$ cat config.mk
export PLATFORM = sky130hd
export DESIGN_NAME = bsram_arbiter_flat
export DESIGN_NICKNAME = d
export VERILOG_FILES = /design/src/rtl/bsram_arb_pkg.sv /design/src/rtl/bsram_arbiter_if.sv /design/src/rtl/bsram_arb_grant.sv /design/src/rtl/bsram_arbiter.sv /design/src/flat_wrapper.sv
export SDC_FILE = /design/constraint.sdc
export NUM_CORES = 1
export LEC_CHECK = 0
export CAP_MARGIN = 10
export CORE_MARGIN = 4
export CORE_UTILIZATION = 37
export DETAILED_ROUTE_END_ITERATION = 16
export PLACE_DENSITY = 0.8
export SYNTH_ARGS = -nofsm -noshare
export SYNTH_HDL_FRONTEND = slang
export SYNTH_SLANG_ARGS = --single-unit
$ cat constraint.sdc
create_clock -name clock -period 2.7 [get_ports clock]
set_clock_uncertainty 0.15 [all_clocks]
set_input_delay 0.54 -clock clock [delete_from_list [all_inputs] [get_ports clock]]
set_output_delay 0.54 -clock clock [all_outputs]
set_load 0.03 [all_outputs]
$ cat src/rtl/bsram_arb_pkg.sv
// Shared types and constants for the BSRAM arbiter: FSM states,
// requester indices, the full-word byte mask and the byte-merge helper.
package bsram_arb_pkg;

    typedef enum logic [2:0] {
        IDLE,
        RD_WAIT,
        RD_DONE,
        RMW_WR,
        ACK
    } arb_state_e;

    typedef enum logic {
        REQ_CPU = 1'b0,
        REQ_DBG = 1'b1
    } req_idx_e;

    localparam logic [3:0] FULL_MASK = 4'hF;

    // Replace the bytes of old_word whose mask bit is set with those of new_word.
    function automatic logic [31:0] merge_bytes(input logic [31:0] old_word,
                                                input logic [31:0] new_word,
                                                input logic [3:0]  mask);
        logic [31:0] result;
        for (int i = 0; i < 4; i++) begin
            result[i*8 +: 8] = mask[i] ? new_word[i*8 +: 8] : old_word[i*8 +: 8];
        end
        return result;
    endfunction

endpackage

$ cat src/rtl/bsram_arbiter_if.sv
// Bus bundle between the two requesters (cpu, dbg), the arbiter and the BSRAM.
// The arbiter connects through the slave modport; the environment through master.
interface bsram_arbiter_if #(
    parameter int ADDRESS_SIZE   = 15,
    parameter int RAM_ADDR_WIDTH = 11
);
    logic                      cpu_req;
    logic                      cpu_write;
    logic [ADDRESS_SIZE-1:0]   cpu_addr;
    logic [31:0]               cpu_wdata;
    logic [3:0]                cpu_wmask;
    logic                      cpu_ready;
    logic [31:0]               cpu_rdata;

    logic                      dbg_req;
    logic                      dbg_write;
    logic [ADDRESS_SIZE-1:0]   dbg_addr;
    logic [31:0]               dbg_wdata;
    logic [3:0]                dbg_wmask;
    logic                      dbg_ready;
    logic [31:0]               dbg_rdata;

    logic                      ram_ce;
    logic                      ram_oce;
    logic                      ram_wre;
    logic [RAM_ADDR_WIDTH-1:0] ram_ad;
    logic [31:0]               ram_din;
    logic [31:0]               ram_dout;
    logic                      ram_reset;

    modport slave (
        input  cpu_req, cpu_write, cpu_addr, cpu_wdata, cpu_wmask,
        output cpu_ready, cpu_rdata,
        input  dbg_req, dbg_write, dbg_addr, dbg_wdata, dbg_wmask,
        output dbg_ready, dbg_rdata,
        output ram_ce, ram_oce, ram_wre, ram_ad, ram_din, ram_reset,
        input  ram_dout
    );

    modport master (
        output cpu_req, cpu_write, cpu_addr, cpu_wdata, cpu_wmask,
        input  cpu_ready, cpu_rdata,
        output dbg_req, dbg_write, dbg_addr, dbg_wdata, dbg_wmask,
        input  dbg_ready, dbg_rdata,
        input  ram_ce, ram_oce, ram_wre, ram_ad, ram_din, ram_reset,
        output ram_dout
    );

endinterface

$ cat src/rtl/bsram_arb_grant.sv
// Grant selection between cpu and dbg.
// BSRAM_ARB_ROUND_ROBIN_EN defined: a tie goes to the requester not granted
// last, tracked by a last-grant register. Undefined: dbg always wins a tie
// and no register exists.
module bsram_arb_grant
    import bsram_arb_pkg::*;
(
`ifdef BSRAM_ARB_ROUND_ROBIN_EN
    input  logic     clock,
    input  logic     reset_n,
    input  logic     i_take,
`endif
    input  logic     i_cpu_req,
    input  logic     i_dbg_req,
    output logic     o_valid,
    output req_idx_e o_sel
);

    assign o_valid = i_cpu_req | i_dbg_req;

`ifdef BSRAM_ARB_ROUND_ROBIN_EN
    req_idx_e r_last;

    // Remember who was granted most recently so a tie can be handed to the other side.
    always_ff @(posedge clock or negedge reset_n) begin
        if (!reset_n) begin
            r_last <= REQ_CPU;
        end else if (i_take && o_valid) begin
            r_last <= o_sel;
        end
    end

    // Single requester wins outright; a tie alternates away from the last grant.
    always_comb begin
        o_sel = REQ_CPU;
        if (i_cpu_req && i_dbg_req) begin
            o_sel = (r_last == REQ_DBG) ? REQ_CPU : REQ_DBG;
        end else if (i_dbg_req) begin
            o_sel = REQ_DBG;
        end
    end
`else
    // Fixed priority: dbg beats cpu whenever both ask.
    always_comb begin
        o_sel = i_dbg_req ? REQ_DBG : REQ_CPU;
    end
`endif

endmodule

$ cat src/rtl/bsram_arbiter.sv
// Two-port (cpu, dbg) arbiter in front of a single-port BSRAM with a
// 2-cycle read latency. Partial writes are done as read-modify-write.
// Optional feature macro: BSRAM_ARB_ROUND_ROBIN_EN (round-robin tie break).
module bsram_arbiter
    import bsram_arb_pkg::*;
#(
    parameter int ADDRESS_SIZE   = 15,
    parameter int RAM_ADDR_WIDTH = 11
)(
    input  logic           clock,
    input  logic           reset_n,
    bsram_arbiter_if.slave bus
);

    arb_state_e                r_state;
    arb_state_e                w_next;
    req_idx_e                  r_sel;
    logic                      r_write;
    logic [RAM_ADDR_WIDTH-1:0] r_ad;
    logic [31:0]               r_wdata;
    logic [3:0]                r_wmask;
    logic [31:0]               r_merge;

    logic                      w_valid;
    logic                      w_start;
    req_idx_e                  w_sel;
    logic                      w_in_write;
    logic [ADDRESS_SIZE-1:0]   w_in_addr;
    logic [31:0]               w_in_wdata;
    logic [3:0]                w_in_wmask;
    logic                      w_in_oor;
    logic [RAM_ADDR_WIDTH-1:0] w_in_word;

    logic                      w_ce;
    logic                      w_oce;
    logic                      w_wre;
    logic [RAM_ADDR_WIDTH-1:0] w_ad;
    logic [31:0]               w_din;
    logic                      w_ready;
    logic [31:0]               w_rdata;

`ifdef BSRAM_ARB_ROUND_ROBIN_EN
    logic w_take;
    assign w_take = (r_state == IDLE);
`endif

    bsram_arb_grant u_grant (
`ifdef BSRAM_ARB_ROUND_ROBIN_EN
        .clock     (clock),
        .reset_n   (reset_n),
        .i_take    (w_take),
`endif
        .i_cpu_req (bus.cpu_req),
        .i_dbg_req (bus.dbg_req),
        .o_valid   (w_valid),
        .o_sel     (w_sel)
    );

    // Route the winning requester's fields; an address is out of range when
    // any bit above the BSRAM word address plus byte offset is set.
    assign w_in_write = (w_sel == REQ_DBG) ? bus.dbg_write : bus.cpu_write;
    assign w_in_addr  = (w_sel == REQ_DBG) ? bus.dbg_addr  : bus.cpu_addr;
    assign w_in_wdata = (w_sel == REQ_DBG) ? bus.dbg_wdata : bus.cpu_wdata;
    assign w_in_wmask = (w_sel == REQ_DBG) ? bus.dbg_wmask : bus.cpu_wmask;
    assign w_in_oor   = |(w_in_addr >> (RAM_ADDR_WIDTH + 2));
    assign w_in_word  = w_in_addr[RAM_ADDR_WIDTH+1:2];
    assign w_start    = w_valid & reset_n;

    // State register; reset aborts whatever access was in flight.
    always_ff @(posedge clock or negedge reset_n) begin
        if (!reset_n) begin
            r_state <= IDLE;
        end else begin
            r_state <= w_next;
        end
    end

    // Capture the winner only in IDLE so the request stays fixed for the whole access.
    always_ff @(posedge clock or negedge reset_n) begin
        if (!reset_n) begin
            r_sel   <= REQ_CPU;
            r_write <= 1'b0;
            r_ad    <= '0;
            r_wdata <= '0;
            r_wmask <= '0;
        end else if (r_state == IDLE && w_valid) begin
            r_sel   <= w_sel;
            r_write <= w_in_write;
            r_ad    <= w_in_word;
            r_wdata <= w_in_wdata;
            r_wmask <= w_in_wmask;
        end
    end

    // Build the read-modify-write word once the old word arrives from the BSRAM.
    always_ff @(posedge clock or negedge reset_n) begin
        if (!reset_n) begin
            r_merge <= '0;
        end else if (r_state == RD_DONE && r_write) begin
            r_merge <= merge_bytes(bus.ram_dout, r_wdata, r_wmask);
        end
    end

    // Next state and BSRAM/requester strobes; IDLE issues the first access combinationally.
    always_comb begin
        w_next  = r_state;
        w_ce    = 1'b0;
        w_oce   = 1'b0;
        w_wre   = 1'b0;
        w_ad    = r_ad;
        w_din   = '0;
        w_ready = 1'b0;
        w_rdata = '0;
        case (r_state)
            IDLE: begin
                w_ad = '0;
                if (w_start) begin
                    w_ad = w_in_word;
                    if (w_in_oor || (w_in_write && w_in_wmask == 4'h0)) begin
                        w_next = ACK;
                    end else if (w_in_write && w_in_wmask == FULL_MASK) begin
                        w_ce   = 1'b1;
                        w_wre  = 1'b1;
                        w_din  = w_in_wdata;
                        w_next = ACK;
                    end else begin
                        w_ce   = 1'b1;
                        w_next = RD_WAIT;
                    end
                end
            end
            RD_WAIT: begin
                w_oce  = 1'b1;
                w_next = RD_DONE;
            end
            RD_DONE: begin
                if (r_write) begin
                    w_next = RMW_WR;
                end else begin
                    w_ready = 1'b1;
                    w_rdata = bus.ram_dout;
                    w_next  = IDLE;
                end
            end
            RMW_WR: begin
                w_ce    = 1'b1;
                w_wre   = 1'b1;
                w_din   = r_merge;
                w_ready = 1'b1;
                w_next  = IDLE;
            end
            ACK: begin
                w_ready = 1'b1;
                w_next  = IDLE;
            end
            default: begin
                w_next = IDLE;
            end
        endcase
    end

    assign bus.ram_ce    = w_ce;
    assign bus.ram_oce   = w_oce;
    assign bus.ram_wre   = w_wre;
    assign bus.ram_ad    = w_ad;
    assign bus.ram_din   = w_din;
    assign bus.ram_reset = ~reset_n;

    assign bus.cpu_ready = w_ready && (r_sel == REQ_CPU);
    assign bus.dbg_ready = w_ready && (r_sel == REQ_DBG);
    assign bus.cpu_rdata = (r_sel == REQ_CPU) ? w_rdata : 32'h0;
    assign bus.dbg_rdata = (r_sel == REQ_DBG) ? w_rdata : 32'h0;

endmodule
$ cat src/flat_wrapper.sv
// flat-port wrapper written by rule: the top's interface ports become plain ports
module bsram_arbiter_flat import bsram_arb_pkg::*;
#(
    parameter int ADDRESS_SIZE   = 15,
    parameter int RAM_ADDR_WIDTH = 11
)
  (clock, reset_n, bus_cpu_req, bus_cpu_write, bus_cpu_addr, bus_cpu_wdata, bus_cpu_wmask, bus_cpu_ready, bus_cpu_rdata, bus_dbg_req, bus_dbg_write, bus_dbg_addr, bus_dbg_wdata, bus_dbg_wmask, bus_dbg_ready, bus_dbg_rdata, bus_ram_ce, bus_ram_oce, bus_ram_wre, bus_ram_ad, bus_ram_din, bus_ram_reset, bus_ram_dout);
  bsram_arbiter_if #(.ADDRESS_SIZE(ADDRESS_SIZE), .RAM_ADDR_WIDTH(RAM_ADDR_WIDTH)) bus_i ();
  input  logic clock;
  input  logic reset_n;
  input wire logic [$bits(bus_i.cpu_req)-1:0] bus_cpu_req;
  input wire logic [$bits(bus_i.cpu_write)-1:0] bus_cpu_write;
  input wire logic [$bits(bus_i.cpu_addr)-1:0] bus_cpu_addr;
  input wire logic [$bits(bus_i.cpu_wdata)-1:0] bus_cpu_wdata;
  input wire logic [$bits(bus_i.cpu_wmask)-1:0] bus_cpu_wmask;
  output wire logic [$bits(bus_i.cpu_ready)-1:0] bus_cpu_ready;
  output wire logic [$bits(bus_i.cpu_rdata)-1:0] bus_cpu_rdata;
  input wire logic [$bits(bus_i.dbg_req)-1:0] bus_dbg_req;
  input wire logic [$bits(bus_i.dbg_write)-1:0] bus_dbg_write;
  input wire logic [$bits(bus_i.dbg_addr)-1:0] bus_dbg_addr;
  input wire logic [$bits(bus_i.dbg_wdata)-1:0] bus_dbg_wdata;
  input wire logic [$bits(bus_i.dbg_wmask)-1:0] bus_dbg_wmask;
  output wire logic [$bits(bus_i.dbg_ready)-1:0] bus_dbg_ready;
  output wire logic [$bits(bus_i.dbg_rdata)-1:0] bus_dbg_rdata;
  output wire logic [$bits(bus_i.ram_ce)-1:0] bus_ram_ce;
  output wire logic [$bits(bus_i.ram_oce)-1:0] bus_ram_oce;
  output wire logic [$bits(bus_i.ram_wre)-1:0] bus_ram_wre;
  output wire logic [$bits(bus_i.ram_ad)-1:0] bus_ram_ad;
  output wire logic [$bits(bus_i.ram_din)-1:0] bus_ram_din;
  output wire logic [$bits(bus_i.ram_reset)-1:0] bus_ram_reset;
  input wire logic [$bits(bus_i.ram_dout)-1:0] bus_ram_dout;
  assign bus_i.cpu_req = bus_cpu_req;
  assign bus_i.cpu_write = bus_cpu_write;
  assign bus_i.cpu_addr = bus_cpu_addr;
  assign bus_i.cpu_wdata = bus_cpu_wdata;
  assign bus_i.cpu_wmask = bus_cpu_wmask;
  assign bus_cpu_ready = bus_i.cpu_ready;
  assign bus_cpu_rdata = bus_i.cpu_rdata;
  assign bus_i.dbg_req = bus_dbg_req;
  assign bus_i.dbg_write = bus_dbg_write;
  assign bus_i.dbg_addr = bus_dbg_addr;
  assign bus_i.dbg_wdata = bus_dbg_wdata;
  assign bus_i.dbg_wmask = bus_dbg_wmask;
  assign bus_dbg_ready = bus_i.dbg_ready;
  assign bus_dbg_rdata = bus_i.dbg_rdata;
  assign bus_ram_ce = bus_i.ram_ce;
  assign bus_ram_oce = bus_i.ram_oce;
  assign bus_ram_wre = bus_i.ram_wre;
  assign bus_ram_ad = bus_i.ram_ad;
  assign bus_ram_din = bus_i.ram_din;
  assign bus_ram_reset = bus_i.ram_reset;
  assign bus_i.ram_dout = bus_ram_dout;
  bsram_arbiter #(.ADDRESS_SIZE(ADDRESS_SIZE), .RAM_ADDR_WIDTH(RAM_ADDR_WIDTH)) u_core (.clock(clock), .reset_n(reset_n), .bus(bus_i));
endmodule
; After elaboration in Yosys (flattened, before gate mapping)
; Cells that the tools add are included.
[op_classes]
muxes = 34
n_bitwise = 4
n_eq_ne = 6
reduce_logical = 11
[op_table]
columns = op, n
row1 = $mux 32, 8
row2 = $pmux 32 s2, 1
row3 = $mux 8, 4
row4 = $mux 11, 2
row5 = $mux 15, 1
row6 = $mux 1, 9
row7 = $mux 3, 3
row8 = $pmux 3 s3, 1
row9 = $eq 3x2->1 const B, 2
row10 = $logic_and 1x1->1, 6
row11 = $pmux 1 s2, 3
row12 = $eq 4x4->1 const B, 1
row13 = $logic_not 4->1, 1
row14 = $mux 4, 1
row15 = $reduce_or 2->1, 2
row16 = $eq 3x1->1 const B, 1
row17 = $eq 3x3->1 const B, 1
row18 = $logic_not 3->1, 1
row19 = $mux 2, 1
row20 = $ne 2x1->1 const B, 1
row21 = $not 1->1, 2
row22 = $and 1x1->1, 1
row23 = $logic_or 1x1->1, 1
row24 = $or 1x1->1, 1
[word_totals]
regBits = 84
out_inout_bits = 113
wordCells = 62

; Logic depth before layout (Yosys ltp)
; Gate-level depths: netlist (run 1).
[depth]
word_depth = 8
mapped_depth = 7
mapped_depth_nobuf = 4

; Cells and area by module
; Synthesis (run 1) repeated with hierarchy kept, for this count alone.
[hier_totals]
cells_unflattened = 563
hier_area_um2 = 4989.8
[by_module_without_submodules]
columns = mod, n_inst, area_per_inst_um2, cells_per_inst
row1 = bsram_arbiter, 1, 4976.0, 561
row2 = bsram_arb_grant, 1, 13.8, 2

; Worst setup path before layout (run 1)
; OpenSTA, ideal clock, no wires.
[synth_path]
path_type = register -> output
from = reg u_core.r_state[2]
to = out bus_ram_ad[1]
path_stages_with_launch = 6
t_required_ps = 2010
arrival_ps = 2111
slack_ps = -101
cell_sequence = dfrtp_1 -> or3_1 -> buf_2 -> or3_4 -> buf_6 -> o21ai_0
[synth_between]
elab_chain_len = 2
[synth_lines]
columns = element, line_no
row1 = "start, declared", bsram_arbiter.sv:15  ; arb_state_e r_state;
row2 = "start signal, assigned", bsram_arbiter.sv:74  ; r_state <= w_next;
row3 = $logic_not 3->1, bsram_arbiter.sv:114  ; case (r_state)
row4 = $mux 11, bsram_arbiter.sv:114
row5 = "end, declared", flat_wrapper.sv:28  ; output wire logic [$bits(bus_i.ram_ad)-1:0] bus_ram_ad;
; No other way between the ends.

; Worst setup path after layout (run 1)
[layout_path]
from = in bus_cpu_wmask[2]
to = out bus_ram_din[29]
[layout_between]
elab_chain_len = 7
elab_cells_between_ends = 10
[layout_lines]
columns = element, line_no
row1 = "start, declared", flat_wrapper.sv:15  ; input wire logic [$bits(bus_i.cpu_wmask)-1:0] bus_cpu_wmask;
row2 = $mux 4 (*), bsram_arbiter.sv:64  ; assign w_in_wmask = (w_sel == REQ_DBG) ? bus.dbg_wmask : bus.cpu_wmask;
row3 = $eq 4x4->1 or $logic_not 4->1 (tied branches), "bsram_arbiter.sv:121, bsram_arbiter.sv:119"
row4 = "$logic_and 1x1->1, on equally long branches", "bsram_arbiter.sv:121, bsram_arbiter.sv:119"
row5 = $mux 32 or $logic_or 1x1->1 (tied branches), "bsram_arbiter.sv:121, bsram_arbiter.sv:119"
row6 = $mux 32 (*), bsram_arbiter.sv:119  ; if (w_in_oor || (w_in_write && w_in_wmask == 4'h0)) begin
row7 = $mux 32 (*), bsram_arbiter.sv:117  ; if (w_start) begin
row8 = $pmux 32 s2 (*), bsram_arbiter.sv:114
row9 = "end, declared", flat_wrapper.sv:29  ; output wire logic [$bits(bus_i.ram_din)-1:0] bus_ram_din;
; Every way passes the cells marked *; elsewhere a longest branch is shown, timed or not.

==> results of run 1 <==
-- per-layer routing --
metal	up-vias	part of all wire	track usage
met1	2417	0.39	0.241
met3	21	0.072	0.0588
li1	2434	-	-
met4	0	0.019	0.0754
met2	200	0.52	0.391
met5	-	0	0
-- area by class of cell --
class / instances / area, sq um
multi-input combinational: 428 / 2950
fill: 1030 / 4590
clock inverter: 4 / 47.5
inverter: 2 / 7.51
timing repair buffer: 296 / 3070
tap: 176 / 220
sequential: 84 / 2100
clock buffer: 12 / 256
-- power by group through the flow --
stage	logic, uW	clock network (uW)	registers [uW]
floorplan	2140	0	2100
global placement	2940	0	2270
detailed placement	3060	0	2320
CTS	3470	1270	2300
global route	3850	1320	2390
finish	3540	1250	2310
-- layout by cell type, fill, tap and decap left out, types with 40 or more instances in the layout --
cell / Yosys / final
nor2_1: 85 / 81
and2_4: 0 / 56
buf_6: 4 / 98
clkdlybuf4s50_1: 0 / 127
buf_4: 2 / 48
nand2_1: 46 / 46
dfrtp_1: 84 / 84
o21ai_2: 29 / 40
mux2i_1: 78 / 78
a21oi_1: 81 / 81
-- registers in the layout, summed over array words and instances, names as in the netlist --
| signal | count |
|---|---|
| u_core.r_wdata | 32 |
| u_core.r_write | 1 |
| u_core.r_state | 3 |
| u_core.r_ad | 11 |
| u_core.r_sel | 1 |
| u_core.r_merge | 32 |
| u_core.r_wmask | 4 |
-- cells by family after synthesis --
logic type	synth area share
AND/OR/NAND/NOR	0.207
AO/OA/AOI/OAI	0.167
flip-flops	0.421
multiplexers	0.161
buffers and inverters	0.0441
-- final timing paths --
path                                   start                  to  slack (ps)  cells past startpoint
min in group clock         u_core.r_wdata[0]   u_core.r_wdata[0]         380                      2
hold reg to reg            u_core.r_wdata[0]   u_core.r_wdata[0]         380                      2
hold / removal                       reset_n     u_core.r_ad[10]         160                      2
setup / recovery            bus_cpu_wmask[2]     bus_ram_din[29]        -110                      8
max in group asynchronous            reset_n  u_core.r_merge[21]        1280                      3
setup reg to reg           u_core.r_state[2]   u_core.r_merge[0]         550                      7
-- cells in the mapped netlist --
library cell  count  area [sq um]
a21oi_1          81           405
a22o_1            1          8.76
a31o_1            1          8.76
a31o_2            1          8.76
a31oi_1           1          6.26
and2_1           64           400
and2b_1           1          7.51
and3_1            1          6.26
buf_1             7          26.3
buf_2            14          70.1
buf_4             2          15.0
buf_6             4          45.0
clkbuf_1         15          56.3
dfrtp_1          84          2100
inv_1             2          7.51
mux2_2            2          22.5
mux2i_1          78           781
nand2_1          46           173
nand2b_1          3          18.8
nand3_1           2          10.0
nor2_1           85           319
nor2_2            1          6.26
nor2b_1           1          6.26
nor3_1            2          10.0
nor3_4            1          16.3
nor4_1            1          6.26
nor4b_2           1          15.0
o2111ai_4         1          26.3
o21ai_0          15          75.1
o21ai_2          29           254
o22ai_1           1          6.26
o31ai_1           1          7.51
o32ai_4           1          27.5
or2_2             1          6.26
or3_1             1          6.26
or3_4             1          11.3
or4_1             1          7.51
or4b_2            1          10.0
-- metrics by stage --
stage | setup WS (ps) | setup TNS [ps] | power (uW) | util | instances
floorplan | -101 | -911 | 4240 | - | 555
global placement | -736 | -5450 | 5210 | 0.570 | 973
detailed placement | -783 | -6130 | 5380 | 0.570 | 973
CTS | -95.2 | -2410 | 7040 | 0.633 | 998
global route | -169 | -7250 | 7560 | 0.653 | 1002
finish | -114 | -2120 | 7090 | 0.653 | 1002
-- repair_timing --
| item | in CTS | in global routing |
|---|---|---|
| endpoints found under the setup margin | 111 | 105 |
| resized for setup | 156 | 68 |
| hold endpoints to repair | 0 | 0 |
| pin swaps | 21 | 10 |
| setup buffers | 6 | 2 |
| gates cloned | 3 | 2 |
| hold buffers | 0 | 0 |
==> results.md, run 1 <==
- Syn avg cell area: 9.00 sq um
- Antenna Nets Post-Route: 0
- Worst-Margin Slew: 629 ps
- Yosys reg bits: 84
- Clock Power Share: 0.176
- Post-synth cell types: 38
- Nets: roughly 960
- Clock buffer depth: 2
- Total CTS buffers: 9
- Num ports: 253
- Hpwl dp: 12,400 um
- Hold Vio Cnt, Final: 0
- Overall die width: 124 um
- Switching share of total power: 0.400
- Worst path bufs/invs: 4
- Via density: around 5.1
- Lkg Pwr: 0.00391 uW
- DP Area: 0.00755 sq mm
- Die height: 124 um
- F_max: approximately 360 MHz
- Critical Path Max Stage Delay: 480 ps
- Internal Power: 4250 uW
- DRC: 0
- Slowest-stage cell, CP: clkdlybuf4s50_1
- Largest delay share family, worst path: buffers and inverters
- Routed WL: 17,200 um
- Min Tclk post-route: ~2800 ps
- Seq pwr share: 0.325
- Vias in the first global route: 5,419
- Core Box Area: 0.0132 sq mm
- Max cap viols: 0
- Die footprint: 0.0154 sq mm
- GPL Wtd Cong: 0.881
- CP endpoint kind: output pin
- Peak supply drop: ~0.63 mV
- Fin crit share: 1.04
- Crit path DAT: 2120 ps
- WHS: 156 ps
- Gr ovfl total: 0
- RSZ-0062 raised after global routing: true
- Clock sinks: 84
- CP Cell Sequence: clkdlybuf4s50_1, buf_4, nand3_1, nor2_2, o2111ai_4, buf_12, o21ai_2, buf_6
- Initial detailed-routing violation count: 221
- CTS clk-pin slew, worst paths: approximately 60 ps
- Sw power: 2840 uW
- Initial antenna violation count: 0
- Share of cells above drive strength 1: 0.355
- Cell Area, Synth: approximately 0.0050 sq mm
- Synth Instances: around 560
- Design Area, Final: 0.00865 sq mm
- Worst skew pair latency: 330 ps
- Wirelength per Cell: 17.1 um
- Part of the power in combinational logic: 0.499
- Port Buffers: ~250
- Row count: 42
- Pwr Density: 820 mW/mm^2
- Fin. max-slew vios: 0
- YS warnings: 0
- First-pass GRT wire length: 27,500 um
- Root Driver: clkbuf_16
- Largest net degree at the start of global routing: 45
- HP Class: input port to asynchronous set/reset pin
- Layout area overhead: 73.2%
- CP Data Required Time: 2010 ps
- Slew HR: 0.581
- GRT Overall Usage: 0.215
- TritonRoute pass-1 iters: 6
- Final worst slack: -114 ps
- Endpoints failing setup: 36
- Post-synthesis sequential area ratio: 0.421
- Ant diodes: 0
- Starting density of the core: 0.377
- Critical path fanouts, max: 28
- Failing checks: setup timing
- Synthesized Nets: 695
- Status: complete, but fails checks
- Setup Crit Path Kind: input port to output pin
- H-tree lvl count: 3
- CTS tree: built
- Routed vias: approximately 5k
- Worst setup SP type: input port
(Power assumes the default switching activity.)
==> inputs of run 2 (changes only) <==
--- a/config.mk
+++ b/config.mk
@@ -5,10 +5,12 @@
 export SDC_FILE = /design/constraint.sdc
 export NUM_CORES = 1
 export LEC_CHECK = 0
+export ABC_CLOCK_PERIOD_IN_PS = 2700
 export CAP_MARGIN = 10
 export CORE_MARGIN = 4
 export CORE_UTILIZATION = 37
 export DETAILED_ROUTE_END_ITERATION = 16
+export GPL_TIMING_DRIVEN = 0
 export PLACE_DENSITY = 0.8
 export SYNTH_ARGS = -nofsm -noshare
 export SYNTH_HDL_FRONTEND = slang
==> run 2 against run 1 <==
Net effect:
- the flow still finishes with violations (setup timing)
- sequential share of layout area rose by 0.99 points
- critical path depth fell by 1
- non-clock buffer count rose by 19
- core utilization fell by 2.5 points
- fmax fell by 2.4%
==> results.md, run 2 (same netlist as run 1, synthesis figures left out) <==
- Pwr Density: 828 mW/mm^2 (+1.0%)
- Slew HR: 0.415 (-0.166)
- Routed WL: 19,300 um (+13%)
- Top Registers: u_core.r_merge: 32 flops, u_core.r_wdata: 32 flops, u_core.r_ad: 11 flops
- GRT Overall Usage: 0.240 (+0.0242)
- Die footprint: 0.0154 sq mm (unchanged)
- Vias in the first global route: 5,214 (-3.8%)
- Starting density of the core: 0.377 (unchanged)
- F_max: 347 MHz (-2.4%)
- Worst-Margin Slew: 875 ps (+247 ps)
- Die height: 124 um (unchanged)
- Hold Vio Cnt, Final: 0 (unchanged)
- CTS tree: built
- Row count: 42 (unchanged)
- Failing checks: setup timing
- Reg area: 0.00210 sq mm (about the same)
- Share of cells above drive strength 1: 0.282 (-0.0729)
- Fin. max-slew vios: 0 (unchanged)
- RSZ-0062 raised after global routing: true
- Core Box Area: 0.0132 sq mm (unchanged)
- First-pass GRT wire length: 29,600 um (+7.6%)
- Most frequent cells in the layout: clkdlybuf4s50_1, dfrtp_1, nor2_1, a21oi_1, mux2i_1
- Via density: 5.09 (+0.56%)
- Ant diodes: 0 (unchanged)
- Min Tclk post-route: 2880 ps (+68.3 ps)
- Critical path fanouts, max: 9 (-68%)
- Clock buffer depth: 2 (unchanged)
- Nets: 979 (+1.9%)
- Setup Crit Path Kind: register to output pin
- Initial antenna violation count: 0 (unchanged)
- Port Buffers: 247 (-0.40%)
- HP Class: input port to asynchronous set/reset pin
- Routed vias: 5,177 (+2.1%)
- Final worst slack: -182 ps (-68.3 ps)
- Peak supply drop: 0.818 mV (+31%)
- CTS clk-pin slew, worst paths: 60 ps (about the same)
- CP Data Required Time: 2010 ps (about the same)
- Final-layout fill cell count: 1,171 (+14%)
- Initial detailed-routing violation count: 279 (+26%)
- TritonRoute pass-1 iters: 5 (-1)
- Max cap viols: 0 (unchanged)
- Lkg Pwr: 0.00384 uW (-1.7%)
- Antenna Nets Post-Route: 0 (unchanged)
- Most common cell after layout, fill and taps aside: clkdlybuf4s50_1
- Total CTS buffers: 9 (unchanged)
- Fin crit share: 1.07 (+0.0253)
- Clock sinks: 84 (unchanged)
- Hpwl dp: 13,700 um (+10%)
- Root Driver: clkbuf_16
- Gr ovfl total: 0 (unchanged)
- Worst setup SP type: register
- Layout area overhead: 66.5%
- Overall die width: 124 um (unchanged)
- Pre-CTS setup slack: -884 ps (-100 ps)
- Area occupied by multi-input gates: 0.00292 sq mm (-0.89%)
- Worst reg-to-reg path cell count: 6 (-1)
- Status: complete, but fails checks
- CP endpoint kind: output pin
- Post-route setup TNS: -5520 ps (-3400 ps)
- H-tree lvl count: 3 (unchanged)
- Largest net degree at the start of global routing: 67 (+49%)
- GPL Wtd Cong: 0.801 (-9.1%)
- Wirelength per Cell: 19.0 um (+11%)
- Worst skew pair latency: 330 ps (about the same)
- Crit path DAT: 2190 ps (+70 ps)
- DRC: 0 (unchanged)
- Num ports: 253 (unchanged)
- Endpoints failing setup: 37 (+2.8%)
-- run 2: final cells by class --
cell class / instances / area share
Clock inverter: 3 / 0.00211
Clock buffer: 10 / 0.0275
Tap cell: 176 / 0.0265
Buffer: 41 / 0.0367
Multi-Input combinational cell: 427 / 0.352
Timing Repair Buffer: 274 / 0.302
Inverter: 2 / 0.000903
Sequential cell: 84 / 0.253
-- run 2: report_power, final --
group	switching (uW)	internal (uW)	total (uW)
Combinational	2130	1510	3630
Clock	476	605	1080
Sequential	324	1850	2170
Total	2930	3960	6890
-- run 2: final timing paths --
check,start,end,slack [ps]
max,u_core.r_state[1],bus_ram_din[4],-180
min,reset_n,u_core.r_merge[4],110
max reg2reg,u_core.r_state[0],u_core.r_merge[0],210
min reg2reg,u_core.r_wdata[28],u_core.r_wdata[28],380
max in group asynchronous,reset_n,u_core.r_ad[9],1060
min in group clock,u_core.r_wdata[28],u_core.r_wdata[28],380
-- run 2: routing by layer --
layer  GRT usage  share of wire  vias up
met5           0              0        -
met4      0.0522         0.0088        0
met3      0.0537          0.064       15
met2       0.405           0.49      198
met1       0.315           0.43     2504
li1            -              -     2460
-- run 2: critical path: stages (launching register included) --
cell and delay [ps]:
dfrtp_1 400, or3_4 430, nor3_4 240, o2111ai_4 150, buf_12 190, buf_12 150, o21ai_4 150, buf_6 150
-- run 2: per-stage QoR --
| step | total power (uW) | cells | cell area (sq um) | util | hold slack [ps] |
|---|---|---|---|---|---|
| after floorplan | 4240 | 555 | 5000 | - | 94.4 |
| after global placement | 5410 | 978 | 7690 | 0.581 | 353 |
| after detailed placement | 5510 | 979 | 7710 | 0.582 | 297 |
| after CTS | 6770 | 1010 | 8440 | 0.638 | 121 |
| after global routing | 7330 | 1017 | 8320 | 0.628 | 111 |
| final | 6890 | 1017 | 8320 | 0.628 | 111 |
-- run 2: what timing repair did --
| action | 4_1_cts | 5_1_grt |
|---|---|---|
| hold buffers | 1 | 0 |
| buffers inserted | 16 | 6 |
| resized for setup | 581 | 168 |
| endpoints found under the hold margin | 18 | 0 |
| cloned | 2 | 1 |
| endpoints found under the setup margin | 111 | 105 |
| pin swaps | 30 | 13 |
==> inputs of run 3 (changes only) <==
--- a/config.mk
+++ b/config.mk
@@ -11,6 +11,7 @@
 export CORE_UTILIZATION = 37
 export DETAILED_ROUTE_END_ITERATION = 16
 export GPL_TIMING_DRIVEN = 0
+export MAX_ROUTING_LAYER = met4
 export PLACE_DENSITY = 0.8
 export SYNTH_ARGS = -nofsm -noshare
 export SYNTH_HDL_FRONTEND = slang
==> run 3 against run 2 <==
Net effect:
- the run still ends with setup timing left
- critical endpoint is now bus_ram_din[21]
- highest routed layer unchanged
- sequential power about the same
- sequential cell count stayed put
- sequential share of layout area unchanged
- combinational power barely moved
- non-clock buffer count unchanged
==> results.md, run 3 (same netlist as run 1, synthesis figures left out) <==
- CP Data Required Time: 2010 ps (about the same)
- Worst setup SP type: register
- Vias in the first global route: 5,210 (-0.077%)
- Most common cell after layout, fill and taps aside: clkdlybuf4s50_1
- Lkg Pwr: 0.00384 uW (unchanged)
- Worst reg-to-reg path cell count: 6 (unchanged)
- CTS tree: built
- Overall die width: 124 um (unchanged)
- F_max: 347 MHz (+0.12%)
- Hpwl dp: 13,700 um (unchanged)
- Row count: 42 (unchanged)
- Worst-Margin Slew: 895 ps (+19.8 ps)
- Failing checks: setup timing
- Crit path DAT: 2190 ps (about the same)
- Layout Cells excl Fill: 1,017 (unchanged)
- Critical Path Max Stage Delay: 430 ps (about the same)
- Largest net degree at the start of global routing: 67 (unchanged)
- Gr ovfl total: 0 (unchanged)
- Largest delay share family, worst path: simple AND/OR/NAND/NOR gates
- Peak supply drop: 0.820 mV (+0.24%)
- Wirelength per Cell: 19.0 um (-0.27%)
- R2R Path End: u_core.r_merge[0]
- Initial antenna violation count: 0 (unchanged)
- Starting density of the core: 0.377 (unchanged)
- Share of cells above drive strength 1: 0.282 (unchanged)
- Layout area overhead: 66.5% (unchanged)
- Critical path fanouts, max: 9 (unchanged)
- TritonRoute pass-1 iters: 8 (+3)
- H-tree lvl count: 3 (unchanged)
- Placed Instances: 979 (unchanged)
- Min Tclk post-route: 2880 ps (-3.52 ps)
- HP Class: input port to asynchronous set/reset pin
- Initial detailed-routing violation count: 330 (+18%)
- CP Cell Sequence: or3_4, nor3_4, o2111ai_4, buf_12, clkbuf_16, o21ai_2, buf_6
- Routed vias: 5,208 (+0.60%)
- Origin of the critical flop-to-flop path: u_core.r_state[0]
- Die height: 124 um (unchanged)
- Final worst slack: -178 ps (+3.52 ps)
- First-pass GRT wire length: 29,500 um (about the same)
- Ant diodes: 0 (unchanged)
- Port Buffers: 247 (unchanged)
- Antenna Nets Post-Route: 0 (unchanged)
- Top Registers: u_core.r_merge: 32 flops, u_core.r_wdata: 32 flops, u_core.r_ad: 11 flops
- Routed WL: 19,300 um (-0.27%)
- RSZ-0062 raised after global routing: true
- Root Driver: clkbuf_16
- Area occupied by multi-input gates: 0.00292 sq mm (unchanged)
- Fin crit share: 1.07 (-0.00130)
- Reg area: 0.00210 sq mm (unchanged)
- Setup Crit Path Kind: register to output pin
- Flop2flop setup slack: 210 ps (about the same)
- Slew HR: 0.401 (-0.0132)
- Post-route setup TNS: -5370 ps (+149 ps)
- WHS: 85.6 ps (-25.4 ps)
- Worst path bufs/invs: 3 (unchanged)
- Nets: 979 (unchanged)
- Status: complete, but fails checks
- Die footprint: 0.0154 sq mm (unchanged)
- Core Box Area: 0.0132 sq mm (unchanged)
- Worst skew pair latency: 340 ps (about the same)
- Via density: 5.12 (+0.60%)
- CTS clk-pin slew, worst paths: 60 ps (about the same)
- Clock buffer depth: 2 (unchanged)
- Pwr Density: 828 mW/mm^2 (about the same)
- DRC: 0 (unchanged)
- Clock sinks: 84 (unchanged)
- Most frequent cells in the layout: clkdlybuf4s50_1, dfrtp_1, nor2_1, a21oi_1, mux2i_1
- Final-layout fill cell count: 1,171 (unchanged)
- Total CTS buffers: 9 (unchanged)
- Slowest-stage cell, CP: or3_4
- GRT Overall Usage: 0.247 (+0.00704)
- Fin. max-slew vios: 0 (unchanged)
- Endpoints failing setup: 37 (unchanged)
- Num ports: 253 (unchanged)
- CP endpoint kind: output pin
- Hold Vio Cnt, Final: 0 (unchanged)
- Max cap viols: 0 (unchanged)
- GPL Wtd Cong: 0.812 (+1.4%)
## run 3: cell counts in the layout (fill, tap and decap cells not counted)
Identical to the previous run, type by type.
## run 3: metrics by stage
step | total power [uW] | utilization | area [sq um] | setup WS (ps)
2_1_floorplan | 4240 | - | 5000 | -101
3_3_place_gp | 5410 | 0.581 | 7690 | -4200
3_5_place_dp | 5510 | 0.582 | 7710 | -884
4_1_cts | 6770 | 0.638 | 8440 | -218
5_1_grt | 7330 | 0.628 | 8320 | -226
6_report | 6890 | 0.628 | 8320 | -178
## run 3: power by group
| part | switching [uW] | internal (uW) | leakage, uW |
|---|---|---|---|
| clock | 481 | 605 | 0.000120 |
| combinational | 2120 | 1510 | 0.00281 |
| sequential | 321 | 1850 | 0.000917 |
## run 3: worst reg2reg max path, delay by kind of cell, from the launching register on
family                 cells  cell delay (ps)
buffers and inverters      4             1410
flip-flops                 1              400
AND/OR/NAND/NOR            1              230
AO/OA/AOI/OAI              1              150
## run 3: repair_timing
item,in CTS,in global routing
endpoints found under the setup margin,111,105
cloned,2,1
hold buffers,1,0
pin swaps,30,13
hold endpoints to repair,18,0
resized for setup,581,168
setup buffers,16,6
## run 3: layout make-up
type                       instances  area share
multi-input combinational        427       0.352
timing repair buffer             274       0.302
sequential                        84       0.253
buffer                            41      0.0367
clock buffer                      10      0.0275
tap                              176      0.0265
clock inverter                     3     0.00211
inverter                           2    0.000903
## run 3: worst max path at each step
stage | start | end | slack [ps] | depth (start not counted)
final | u_core.r_state[1] | bus_ram_din[21] | -180 | 7
after global routing | bus_dbg_wmask[0] | bus_ram_din[4] | -230 | 8
after CTS | u_core.r_state[0] | bus_ram_din[4] | -220 | 7
after detailed placement | u_core.r_state[2] | bus_cpu_rdata[30] | -880 | 5
after global placement | reset_n | bus_ram_wre | -4200 | 7
after floorplan | u_core.r_state[2] | bus_ram_ad[1] | -100 | 5
## run 3: per-layer routing
layer  track usage  up-vias  part of all wire  wire, um
met3        0.0434       20             0.068      1300
li1              -     2463                 -         -
met1         0.322     2508              0.43      8290
met4        0.0522        0             0.012       233
met2         0.405      217              0.49      9450
met5             -        -                 0         0
